--- config.mk ---
export PLATFORM = sky130hd
export DESIGN_NAME = stream_vec_packer_flat
export DESIGN_NICKNAME = d
export VERILOG_FILES = /design/src/rtl/stream_vec_packer_pkg.sv /design/src/rtl/stream_vec_packer_if.sv /design/src/rtl/stream_vec_packer.sv /design/src/flat_wrapper.sv
export SDC_FILE = /design/constraint.sdc
export NUM_CORES = 1
export LEC_CHECK = 0
export ABC_AREA = 1
export CORE_MARGIN = 4
export CORE_UTILIZATION = 47
export DETAILED_ROUTE_END_ITERATION = 8
export PLACE_DENSITY = 0.79
export SKIP_LAST_GASP = 1
export SLEW_MARGIN = 20
export SYNTH_ARGS = -nofsm -noshare
export SYNTH_HDL_FRONTEND = slang
export SYNTH_SLANG_ARGS = --single-unit
--- constraint.sdc ---
create_clock -name clk -period 1.9 [get_ports clk]
set_input_delay 0.38 -clock clk [delete_from_list [all_inputs] [get_ports clk]]
set_output_delay 0.38 -clock clk [all_outputs]
set_load 0.005 [all_outputs]
--- src/rtl/stream_vec_packer_pkg.sv ---
// Shared SFU definitions: packer state encoding and the FP16 constants
// used by the vector packer.
package stream_vec_packer_pkg;

  // FILL collects elements into lanes, HOLD presents the packed vector.
  typedef enum logic {
    FILL = 1'b0,
    HOLD = 1'b1
  } pack_state_t;

  // FP16 +0.0, the default fill value for lanes with no real element.
  localparam logic [15:0] FP16_ZERO = 16'h0000;

endpackage

--- src/rtl/stream_vec_packer_if.sv ---
// Handshake bundle for the vector packer: element stream in, packed vector out.
// The slave modport is the packer's view; master is the surrounding logic.
interface stream_vec_packer_if #(
  parameter int unsigned N     = 4,
  parameter int unsigned WIDTH = 16
);
  localparam int unsigned CW = $clog2(N + 1);

  logic               s_tvalid;
  logic               s_tready;
  logic [WIDTH-1:0]   s_tdata;
  logic               s_tlast;
  logic               m_valid;
  logic               m_ready;
  logic [N*WIDTH-1:0] m_vec;
  logic               m_last;
  logic [CW-1:0]      m_count;

  modport slave (
    input  s_tvalid, s_tdata, s_tlast, m_ready,
    output s_tready, m_valid, m_vec, m_last, m_count
  );

  modport master (
    output s_tvalid, s_tdata, s_tlast, m_ready,
    input  s_tready, m_valid, m_vec, m_last, m_count
  );

endinterface

--- src/rtl/stream_vec_packer.sv ---
// Packs a stream of scalar elements into N-lane vectors for the adder tree.
// A vector closes when lane N-1 is written or an element carries tlast;
// unused lanes are left at PAD and m_count reports the real lane count.
module stream_vec_packer
  import stream_vec_packer_pkg::*;
#(
  parameter int unsigned     N     = 4,
  parameter int unsigned     WIDTH = 16,
  parameter logic [WIDTH-1:0] PAD  = WIDTH'(FP16_ZERO)
) (
  input  logic                clk,
  input  logic                rst,
  stream_vec_packer_if.slave  bus
);

  localparam int unsigned LW = (N > 1) ? $clog2(N) : 1;
  localparam int unsigned CW = $clog2(N + 1);

  typedef logic [N-1:0][WIDTH-1:0] lanes_t;

  pack_state_t   state_q, state_d;
  logic [LW-1:0] lane_q,  lane_d;
  lanes_t        vec_q,   vec_d;
  logic [CW-1:0] count_q, count_d;
  logic          last_q,  last_d;
  logic          run_q;
  logic          s_ready;

  // Accept in FILL; in HOLD only when the pending vector leaves this cycle.
  // run_q keeps s_tready low until the first edge after reset release.
  always_comb begin
    s_ready = run_q && ((state_q == FILL) || bus.m_ready);
  end

  assign bus.s_tready = s_ready;
  assign bus.m_valid  = (state_q == HOLD);
  assign bus.m_vec    = vec_q;
  assign bus.m_count  = count_q;
  assign bus.m_last   = last_q;

  // Next-state: lane writes, vector close, and the consume/refill overlap.
  always_comb begin
    state_d = state_q;
    lane_d  = lane_q;
    vec_d   = vec_q;
    count_d = count_q;
    last_d  = last_q;
    case (state_q)
      FILL: begin
        if (bus.s_tvalid && s_ready) begin
          vec_d[lane_q] = bus.s_tdata;
          if ((lane_q == LW'(N - 1)) || bus.s_tlast) begin
            state_d = HOLD;
            lane_d  = '0;
            count_d = CW'(lane_q) + CW'(1);
            last_d  = bus.s_tlast;
          end else begin
            lane_d = lane_q + LW'(1);
          end
        end
      end
      HOLD: begin
        if (bus.m_ready) begin
          // Vector leaves: start a fresh PAD-preset vector; an element
          // arriving in the same cycle lands in lane 0 of it.
          vec_d   = {N{PAD}};
          lane_d  = '0;
          count_d = '0;
          last_d  = 1'b0;
          state_d = FILL;
          if (bus.s_tvalid && s_ready) begin
            vec_d[0] = bus.s_tdata;
            if ((N == 1) || bus.s_tlast) begin
              state_d = HOLD;
              count_d = CW'(1);
              last_d  = bus.s_tlast;
            end else begin
              lane_d = LW'(1);
            end
          end
        end
      end
      default: begin
        state_d = FILL;
      end
    endcase
  end

  // State, lane counter and vector registers; reset discards any partial vector.
  always_ff @(posedge clk or negedge rst) begin
    if (!rst) begin
      state_q <= FILL;
      lane_q  <= '0;
      vec_q   <= {N{PAD}};
      count_q <= '0;
      last_q  <= 1'b0;
      run_q   <= 1'b0;
    end else begin
      state_q <= state_d;
      lane_q  <= lane_d;
      vec_q   <= vec_d;
      count_q <= count_d;
      last_q  <= last_d;
      run_q   <= 1'b1;
    end
  end

endmodule

--- src/flat_wrapper.sv ---
// flat-port wrapper written by rule: the top's interface ports become plain ports
module stream_vec_packer_flat import stream_vec_packer_pkg::*;
#(
  parameter int unsigned     N     = 4,
  parameter int unsigned     WIDTH = 16,
  parameter logic [WIDTH-1:0] PAD  = WIDTH'(FP16_ZERO)
)
  (clk, rst, bus_s_tvalid, bus_s_tdata, bus_s_tlast, bus_m_ready, bus_s_tready, bus_m_valid, bus_m_vec, bus_m_last, bus_m_count);
  stream_vec_packer_if #(.N(N), .WIDTH(WIDTH)) bus_i ();
  input  logic clk;
  input  logic rst;
  input wire logic [$bits(bus_i.s_tvalid)-1:0] bus_s_tvalid;
  input wire logic [$bits(bus_i.s_tdata)-1:0] bus_s_tdata;
  input wire logic [$bits(bus_i.s_tlast)-1:0] bus_s_tlast;
  input wire logic [$bits(bus_i.m_ready)-1:0] bus_m_ready;
  output wire logic [$bits(bus_i.s_tready)-1:0] bus_s_tready;
  output wire logic [$bits(bus_i.m_valid)-1:0] bus_m_valid;
  output wire logic [$bits(bus_i.m_vec)-1:0] bus_m_vec;
  output wire logic [$bits(bus_i.m_last)-1:0] bus_m_last;
  output wire logic [$bits(bus_i.m_count)-1:0] bus_m_count;
  assign bus_i.s_tvalid = bus_s_tvalid;
  assign bus_i.s_tdata = bus_s_tdata;
  assign bus_i.s_tlast = bus_s_tlast;
  assign bus_i.m_ready = bus_m_ready;
  assign bus_s_tready = bus_i.s_tready;
  assign bus_m_valid = bus_i.m_valid;
  assign bus_m_vec = bus_i.m_vec;
  assign bus_m_last = bus_i.m_last;
  assign bus_m_count = bus_i.m_count;
  stream_vec_packer #(.N(N), .WIDTH(WIDTH), .PAD(PAD)) u_core (.clk(clk), .rst(rst), .bus(bus_i));
endmodule
Word-level counts from Yosys, hierarchy flattened. Index checks and enable logic that the tools add are counted. W data, S select, Z words.

Output and inout port bits: 70. Word-level logic and storage cells: 54. Register bits: 72. Input port bits: 21.

Add/sub/neg operators: 2. Mux-type cells: 29. Bitwise operators: 1. Eq/ne operators: 4. $lt $le $gt $ge: 2. Reduce and logical (&&, ||, !) cells: 7.

Operators with widths (count): $mux W64 (2); $pmux W64 S2 (1); $bwmux W64 (1); $demux W16 S2 (1); $mux W16 (2); $mux W3 (4); $mux W1 (10); $mux W2 (4); $ne A2 B2 Y1 const B (3); $pmux W3 S2 (1); $pmux W1 S2 (2); $pmux W2 S2 (1); $add A2 B1 Y3 const B (1); $logic_and A1 B1 Y1 (3); $lt A2 B3 Y1 const B (1); $reduce_and A3 Y1 (1); $add A2 B1 Y2 const B (1); $eq A2 B2 Y1 const B (1); $ge A2 B1 Y1 const B (1); $logic_or A1 B1 Y1 (2); $reduce_and A2 Y1 (1); $not A1 Y1 (1).

Logic depth before layout (Yosys ltp). Gate-level depths: netlist (run 1).

Depth after elaboration: 7. Gate-level depth with buffers: 9. Depth with buffers taken out: 7.

Worst setup path before layout (run 1). No wires, ideal clock.

Kind: reg2reg. From: register u_core.lane_q[0]. To: register u_core.vec_q (netlist bit u_core.bus.m_vec[38]). Arrival time: 1.381 ns. Data required time: 1.834 ns. Slack: 0.454 ns. Cell stages (with the launch flop): 8. Clock period less this slack: 1.446 ns. Buffers on the path: 1. Setup time: 0.066 ns. Path through: dfrtp_1 inv_1 ha_1 inv_1 nor2_1 clkbuf_1 nand3_1 nand2_1.

Cells in the longest elaborated chain, start to end: 7. Elaborated cells on any way between the ends: 8. Those cells by class: 2 x order compare; 5 x mux; 1 x reduce/logical.

Ends and longest elaborated chain: from (decl) (line stream_vec_packer.sv:22) `logic [LW-1:0] lane_q, lane_d;`; from (signal assigned) (line stream_vec_packer.sv:100) `lane_q <= lane_d;`; $lt A2 B3 Y1 (not written as such) or $ge A2 B1 Y1 (tied branches) (line stream_vec_packer.sv:51) `vec_d[lane_q] = bus.s_tdata;`; $logic_and A1 B1 Y1 (not written as such) (line stream_vec_packer.sv:51); $mux W16 (not written as such) (line stream_vec_packer.sv:51); $demux W16 S2 *; $bwmux W64 * (line stream_vec_packer.sv:51); $mux W64 * (line stream_vec_packer.sv:50) `if (bus.s_tvalid && s_ready) begin`; $pmux W64 S2 * (line stream_vec_packer.sv:48) `case (state_q)`; to (signal assigned) (line stream_vec_packer.sv:94) `vec_q <= {N{PAD}};`; to (signal assigned) (line stream_vec_packer.sv:101) `vec_q <= vec_d;`; to (decl) (line stream_vec_packer.sv:23) `lanes_t vec_q, vec_d;`.

Mark *: on every way between the ends. The rest lies on a longest branch, timed or not. The select of a mux whose other input is x is not followed. A chain may end at the register's enable or synchronous reset.

Worst setup path after layout (run 1).
From: register u_core.state_q (netlist: u_core.bus.m_valid). To: output bus_m_valid.

RTL lines: from (decl) (line stream_vec_packer.sv:21) `pack_state_t state_q, state_d;`; from (signal assigned) (line stream_vec_packer.sv:99) `state_q <= state_d;`; to (decl) (line flat_wrapper.sv:17) `output wire logic [$bits(bus_i.m_valid)-1:0] bus_m_valid;`.

No word-level cell between the ends.

==> results_dict.tcl, run 1 <==
set metrics [dict create \
    period_needed_ns 1.761 \
    slew_headroom 0.4593 \
    synthesis.area_um2 3148 \
    antenna_found_initial 0 \
    hold_ws_ns -0.01391 \
    rsz0062_at_grt "false" \
    cp-start-kind "register" \
    timing.rr.end "u_core.bus.m_vec[61]" \
    drc_errors 0 \
    io_pins 91 \
    rr_startpoint "u_core.lane_q[0]" \
    drv_cap 0 \
    setup_tns_ns 0 \
    grt_overflow 0 \
    nets 505 \
    ys.flop_type "dfrtp_1" \
    post_synth_most_frequent_cells "162 x nand2_1, 72 x dfrtp_1, 58 x nand3_1" \
    h-tree-depth 3 \
    drt-wirelength-per-cell_um 15.06 \
    route.vias.total 2859 \
    cts_root_buf "clkbuf_8" \
    fmax_mhz 567.8 \
    dieArea_um2 8071 \
    required_ns 1.52 \
    async_flop_share 1.000 \
    ys_ff_latch 72 \
    hp-class "in2async" \
    synth_cells 377 \
    syn_area_per_cell_um2 8.350 \
    synth.distinct_cells 18 \
    slew_violations 0 \
    crit_type "reg2out" \
    vdd_drop_max_uv 913.6 \
    core-area_um2 6422 \
    drive_above_1_share 0.09072 \
    ys_top_cells_by_area "dfrtp_1 57%, nand2_1 19%, nand3_1 9.2%" \
    synth_xor_area_frac 0 \
    gr-usage-all-layers 0.2157 \
    endpoint_kind "primary output" \
    antenna_left 0 \
    crit_path_max_fanout 6 \
    leakage_nw 2.374 \
    area_growth_pct 41.85 \
    placed_cells 545 \
    synth_fp_nets 402 \
    vias_per_cell 5.087 \
    synth_edf_count 0 \
    start_util 0.4902 \
    synthMuxAreaShare 0 \
    finalHoldViolations 8 \
    grt_max_degree 39 \
    grt_pass1_wl_um 13940 \
    yosys_warnings 0 \
    synth-seq-area-share 0.5723 \
    portBuffers 90 \
    finalWeightedCongestion 0.8180 \
    drt_iter0_drc 157 \
    n_antenna_cell 0 \
    period_share 0.9270 \
    violations "hold timing" \
    clk_pin_slew_ns 0.08 \
    synthAdderAreaFrac 0.01590 \
    tightestPinTransition_ns 0.8102 \
    fin_cells 562 \
    r2r_slack_ns 0.24 \
    yosysMostFrequentCell "nand2_1" \
    drt-pass1-iter-count 4 \
    synth_compound_area_frac 0.01312 \
    grt_pass1_vias 2831 \
    num-fill-cells 533 \
    die_y_um 89.84 \
    yosysTopAreaCellShare 0.5723 \
    synth_top_family_by_area "simple AND/OR/NAND/NOR gates" \
    yosys.area.top_type "dfrtp_1" \
    clk_latency_ns 0.35 \
    outcome "finished with violations" \
    die_width_um 89.84 \
    cts_buffer_depth 2 \
    cts_made_buffers 9 \
    tritoncts "yes" \
    arrival_ns 1.38 \
    fin_skew_ns 0.005378 \
    dp_hpwl_um 5926 \
    setup_viol 0 \
    clock-sinks 72 \
    rows 29 \
    synth_simple_gate_area_frac 0.3311 \
    power_density_nw_per_um2 1392 \
    drt-total-wl_um 8466 \
    r2r_cells 5 \
]
[what timing repair did]
action | CTS | global route
cloned | 0 | 0
gates resized for setup | 1 | 1
setup buffers | 1 | 0
hold buffers | 0 | 0
setup endpoints to repair | 1 | 1
endpoints found under the hold margin | 0 | 0
[sequential cells by signal, summed over array words and instances (netlist names)]
register / cells
u_core.bus.m_vec: 64
u_core.bus.m_count: 3
u_core.lane_q: 2
u_core.bus.m_last: 1
u_core.bus.m_valid: 1
u_core.run_q: 1
[stage by stage]
step | power [W] | cell area (µm²) | hold WS [ns] | util | setup WS [ns]
after floorplan | 0.003290 | 3148 | 0.08441 | - | 0.4536
after global placement | 0.004823 | 4232 | 0.3850 | 0.6589 | -0.1075
after detailed placement | 0.004886 | 4234 | 0.3871 | 0.6593 | -0.008722
after CTS | 0.006260 | 4463 | 0.01045 | 0.6949 | 0.03193
after global routing | 0.006605 | 4466 | 0.01831 | 0.6953 | 0.08512
final | 0.006216 | 4466 | -0.01391 | 0.6953 | 0.1388
[metal layers]
layer,GRT usage,part of all wire,vias to the layer above
li1,-,-,1376
met1,0.2896,0.44,1371
met2,0.3421,0.47,101
met3,0.05676,0.070,11
met4,0.07280,0.014,0
met5,0,0,-
[how the worst max path moves through the flow]
stage / slack, ns / startpoint / to / cells past startpoint
2_1_floorplan: 0.45 / u_core.lane_q[0] / u_core.bus.m_vec[38] / 7
3_3_place_gp: -0.11 / u_core.lane_q[0] / u_core.bus.m_vec[61] / 5
3_5_place_dp: -0.009 / bus_m_ready / u_core.bus.m_vec[20] / 10
4_1_cts: 0.03 / bus_m_ready / bus_s_tready / 4
5_1_grt: 0.09 / u_core.bus.m_valid / bus_m_valid / 2
6_report: 0.14 / u_core.bus.m_valid / bus_m_valid / 2
[worst max-delay path, stage by stage (launching register included)]
cell and delay (ns):
dfrtp_2 0.38, buf_4 0.15, clkdlybuf4s50_1 0.50
[area by class of cell]
class                   count  area, µm²  share of cell area
inverters                  28      105.1             0.02354
flip-flops and latches     72       1803              0.4038
well taps                  77      96.34             0.02157
clock inverters             5      78.83             0.01765
clock buffers              11      141.4             0.03166
repair buffers            108       1099              0.2460
multi-input cells         261       1142              0.2558
[where the power goes]
part / leakage (nW) / total, W / switching (W) / internal (W)
clock network: 0.114 / 0.00135 / 0.000577 / 0.000776
logic: 1.32 / 0.00239 / 0.00102 / 0.00137
registers: 0.945 / 0.00248 / 0.000365 / 0.00211
total: 2.37 / 0.00622 / 0.00196 / 0.00426
[placed cells by master (no fill, tap or decap), types with 2 or more instances in the layout]
cell type / netlist / layout
nand2_1: 162 / 161
clkdlybuf4s50_1: 0 / 88
dfrtp_1: 72 / 71
nand3_1: 58 / 58
inv_1: 27 / 27
nor2_1: 25 / 24
buf_4: 8 / 14
clkbuf_8: 0 / 10
buf_12: 0 / 5
o21ai_0: 4 / 4
ha_1: 4 / 4
nand2_4: 3 / 3
bufinv_16: 0 / 2
clkinv_2: 0 / 2
[kinds of logic after synthesis]
logic type               Yosys count
AND/OR/NAND/NOR                  250
flip-flops                        72
buffers and inverters             44
AO/OA/AOI/OAI                      6
adder cells (fa/ha/maj)            4
other                              1
(Power assumes the default switching activity.)
==> run 2: changes to the inputs <==
Settings changed: CORE_UTILIZATION 47 to 45, MAX_ROUTING_LAYER set to met4, PLACE_DENSITY 0.79 to 0.76.
==> run 2 against run 1 <==
Compared with the run above:
- the run now ends clean
- sequential power about the same
- worst setup slack worse by 0.0029 ns
- first-iteration DRC count decreased by 0.64%
- wire length down 2.6%
- largest cell class unchanged
- power decreased by 5.8%
- largest power group unchanged
- sequential share of layout area grew 0.62 points
==> results_dict.tcl, run 2 (synthesis results as in run 1) <==
set metrics [dict create \
    outcome "finished clean" \
    dp_hpwl_um 5899 \
    route.vias.total 2841 \
    vdd_drop_max_uv 578.8 \
    grt_pass1_wl_um 13750 \
    hold_ws_ns 0.4722 \
    nets 503 \
    utilization 0.6473 \
    drc_errors 0 \
    drive_above_1_share 0.08075 \
    clock-sinks 72 \
    area_growth_pct 39.71 \
    crit_path_max_fanout 10 \
    dieArea_um2 8398 \
    placed_area_um2 4210 \
    design_area_um2 4398 \
    gr-usage-all-layers 0.2105 \
    fin_skew_ns 0.01035 \
    grt_max_degree 46 \
    rsz0062_at_grt "false" \
    drt-wirelength-per-cell_um 14.25 \
    largest_register_ffs 64 \
    tightestPinTransition_ns 0.7518 \
    period_share 0.9285 \
    cp-start-kind "register" \
    drv_cap 0 \
    drt_iter0_drc 156 \
    fmax_mhz 566.9 \
    antenna_found_initial 0 \
    portBuffers 90 \
    cts_made_buffers 9 \
    clk_pin_slew_ns 0.07 \
    rows 30 \
    die_y_um 91.64 \
    crit_type "reg2out" \
    dp_slack_ns -0.03523 \
    n_antenna_cell 0 \
    hp-class "reg2reg" \
    required_ns 1.52 \
    grt_pass1_vias 2802 \
    setup_slack_ns 0.1359 \
    finalWeightedCongestion 0.8706 \
    clk_latency_ns 0.34 \
    finalHoldViolations 0 \
    grt_overflow 0 \
    vias_per_cell 4.907 \
    die_width_um 91.64 \
    slew_violations 0 \
    slew_headroom 0.4982 \
    drt-total-wl_um 8250 \
    layout_commonest_cell "nand2_1" \
    antenna_left 0 \
    drt-pass1-iter-count 5 \
    tritoncts "yes" \
    core-area_um2 6794 \
    mostFrequentLayoutCells "161 x nand2_1, 88 x clkdlybuf4s50_1, 71 x dfrtp_1, 58 x nand3_1, 27 x inv_1" \
    io_pins 91 \
    arrival_ns 1.38 \
    r2r_slack_ns 0.31 \
    cts_buffer_depth 2 \
    power_density_nw_per_um2 1331 \
    leakage_nw 2.324 \
    start_util 0.4634 \
    setup_viol 0 \
    h-tree-depth 3 \
    period_needed_ns 1.764 \
    cts_root_buf "clkbuf_8" \
    endpoint_kind "primary output" \
]
==> run 2: changes by cell type in the layout (fill, tap and decap cells not counted), sizes merged <==
cell,previous run,this run
inv,29,28
clkinvlp,0,1
dlygate4sd3,0,1
buf,19,16
clkbuf,11,13
bufinv,2,0
==> run 2: path summary, 6_finish.rpt <==
kind	endpoint	startpoint	cells after the start
setup / recovery	bus_m_valid	u_core.bus.m_valid	2
hold / removal	u_core.bus.m_vec[39]	u_core.bus.m_vec[39]	2
setup reg to reg	u_core.bus.m_vec[58]	u_core.lane_q[0]	5
hold reg to reg	u_core.bus.m_vec[39]	u_core.bus.m_vec[39]	2
max in group asynchronous	u_core.bus.m_valid	rst	3
min in group asynchronous	u_core.bus.m_vec[5]	rst	2
==> run 2: report_power, final <==
group / leakage (nW) / switching (W) / internal [W]
Sequential: 0.945 / 0.000348 / 0.00211
Clock: 0.0834 / 0.000537 / 0.000507
Combinational: 1.30 / 0.000999 / 0.00135
==> run 2: layer usage <==
metal | GRT usage | up-vias | share of wire
met3 | 0.04840 | 8 | 0.066
met5 | - | - | 0
met1 | 0.2815 | 1349 | 0.46
met4 | 0.06784 | 0 | 0.0095
met2 | 0.3195 | 113 | 0.47
li1 | - | 1371 | -
==> run 2: area by class of cell <==
class                      instances  area, µm²
fill                             593       2396
sequential                        72       1803
multi-input combinational        261       1142
timing repair buffer             106       1061
clock buffer                      13      148.9
tap                               96      120.1
inverter                          28      105.1
clock inverter                     3      17.52
==> run 2: stage by stage <==
step / power, W / setup TNS, ns / instances
6_report: 0.005854 / 0 / 579
5_1_grt: 0.006269 / 0 / 579
3_5_place_dp: 0.004844 / -0.2552 / 561
3_3_place_gp: 0.004775 / 0 / 561
4_1_cts: 0.005917 / 0 / 579
2_1_floorplan: 0.003290 / 0 / 377
==> run 2: critical path, cell delays in order (launching register included) <==
cell	delay [ns]
dfrtp_2	0.37
buf_4	0.17
clkdlybuf4s50_1	0.51
==> run 2: what timing repair did <==
item                                    4_1_cts  5_1_grt
endpoints found under the setup margin        1        1
setup buffers                                 1        0
hold endpoints to repair                     27        0
hold buffers                                  1        0
resized for setup                             1        1
==> run 3: changes to the inputs <==
Settings changed: RECOVER_POWER set to 25.
==> run 3 against run 2 <==
Compared with the run above:
- sequential share of layout area about the same
- wire length about the same
- first-iteration DRC count unchanged
- die area is the same
- worst setup slack hardly changed
- critical path type unchanged
- power barely moved
- clock-buffer cell count did not move
- clock power is essentially flat
- critical path depth stayed put
==> results_dict.tcl, run 3 (synthesis results as in run 1) <==
set metrics [dict create \
    largest_register_ffs 64 \
    cts_root_buf "clkbuf_8" \
    gr-usage-all-layers 0.2105 \
    vias_per_cell 4.910 \
    multi_input_area_um2 1142 \
    power.share.clock 0.178 \
    rows 30 \
    antenna_left 0 \
    crit_path_max_fanout 10 \
    placed_area_um2 4210 \
    finalWeightedCongestion 0.8706 \
    crit_type "reg2out" \
    grt_busiest_layer "met2" \
    arrival_ns 1.38 \
    fin_skew_ns 0.01035 \
    drt-pass1-iter-count 5 \
    start_util 0.4634 \
    layout_commonest_cell "nand2_1" \
    required_ns 1.52 \
    met3_usage 0.04840 \
    core-area_um2 6794 \
    h-tree-depth 3 \
    mostFrequentLayoutCells "161 x nand2_1, 88 x clkdlybuf4s50_1, 71 x dfrtp_1, 58 x nand3_1, 27 x inv_1" \
    tightestPinTransition_ns 0.7551 \
    grt_pass1_vias 2802 \
    design_area_um2 4395 \
    drv_cap 0 \
    outcome "finished clean" \
    combPwrFrac 0.402 \
    period_needed_ns 1.764 \
    drt-total-wl_um 8252 \
    io_pins 91 \
    hold_ws_ns 0.4722 \
    finalHoldViolations 0 \
    drt_iter0_drc 156 \
    drive_above_1_share 0.08075 \
    n_antenna_cell 0 \
    utilization 0.6470 \
    globalRouteMet2Util 0.3195 \
    route.vias.total 2843 \
    die_y_um 91.64 \
    antenna_found_initial 0 \
    period_share 0.9283 \
    dieArea_um2 8398 \
    swShare 0.3220 \
    portBuffers 90 \
    slew_headroom 0.4966 \
    dp_hpwl_um 5899 \
    power_switching_w 0.001885 \
    cts_made_buffers 9 \
    slew_violations 0 \
    grt_overflow 0 \
    cts_buffer_depth 2 \
    endpoint_kind "primary output" \
    tritoncts "yes" \
    fmax_mhz 566.9 \
    vdd_drop_max_uv 578.8 \
    grt_pass1_wl_um 13750 \
    power_w 0.005854 \
    die_width_um 91.64 \
    grt_max_degree 46 \
    p_int_w 0.003969 \
    clock-sinks 72 \
    nets 503 \
    setup_tns_ns 0 \
    globalRouteMet1Util 0.2815 \
    area_growth_pct 39.63 \
    setup_viol 0 \
    p_seq_frac 0.420 \
    drt-wirelength-per-cell_um 14.25 \
    rsz0062_at_grt "false" \
    num-fill-cells 594 \
    ff_latch_area_um2 1803 \
    cp-start-kind "register" \
    power_density_nw_per_um2 1332 \
    clk_latency_ns 0.34 \
    hp-class "reg2reg" \
    clk_pin_slew_ns 0.07 \
    leakage_nw 2.324 \
    drc_errors 0 \
]
## run 3: cell types whose count changed in the layout (fill, tap and decap cells not counted)
cell / change
clkbuf_2: +1
buf_4: -1
## run 3: worst paths after layout
kind                                      startpoint                   end  slack, ns  depth (start not counted)
worst max-delay path              u_core.bus.m_valid           bus_m_valid       0.14                          2
worst min register to register  u_core.bus.m_vec[39]  u_core.bus.m_vec[39]       0.47                          2
worst max register to register      u_core.lane_q[0]  u_core.bus.m_vec[58]       0.31                          5
worst min-delay path            u_core.bus.m_vec[39]  u_core.bus.m_vec[39]       0.47                          2
max in group asynchronous                        rst    u_core.bus.m_valid       0.54                          3
min in group asynchronous                        rst   u_core.bus.m_vec[5]       0.64                          2
## run 3: worst max-delay path: stages, from the launching register on
cell             delay (ns)
dfrtp_2                0.37
buf_4                  0.17
clkdlybuf4s50_1        0.51
## run 3: timing repair
action / CTS / global route
resized for setup: 1 / 1
buffers inserted: 1 / 0
hold buffers: 1 / 0
setup endpoints to repair: 1 / 1
endpoints found under the hold margin: 27 / 0
gates cloned: 0 / 0
## run 3: cell type report
cell class | count | area share
flip-flops and latches | 72 | 0.4102
clock inverters | 3 | 0.003985
clock buffers | 13 | 0.03387
inverters | 28 | 0.02391
multi-input cells | 261 | 0.2599
repair buffers | 106 | 0.2408
well taps | 96 | 0.02733
## run 3: metrics by stage
| stage | setup WS, ns | cells |
|---|---|---|
| after floorplan | 0.4536 | 377 |
| after global placement | 0.01376 | 561 |
| after detailed placement | -0.03523 | 561 |
| after CTS | 0.01659 | 579 |
| after global routing | 0.08247 | 579 |
| final | 0.1361 | 579 |
## run 3: routing by layer
| layer | share of wire | routed length [µm] |
|---|---|---|
| met3 | 0.066 | 545 |
| met5 | 0 | 0 |
| met1 | 0.46 | 3775 |
| met2 | 0.47 | 3852 |
| met4 | 0.0095 | 78 |
## run 3: power by group through the flow
stage,combinational [W],clock [W],sequential [W]
after floorplan,0.000808,0,0.00248
after global routing,0.00259,0.00115,0.00253
after CTS,0.00239,0.00107,0.00246
final,0.00235,0.00104,0.00246
after global placement,0.00229,0,0.00248
after detailed placement,0.00236,0,0.00248
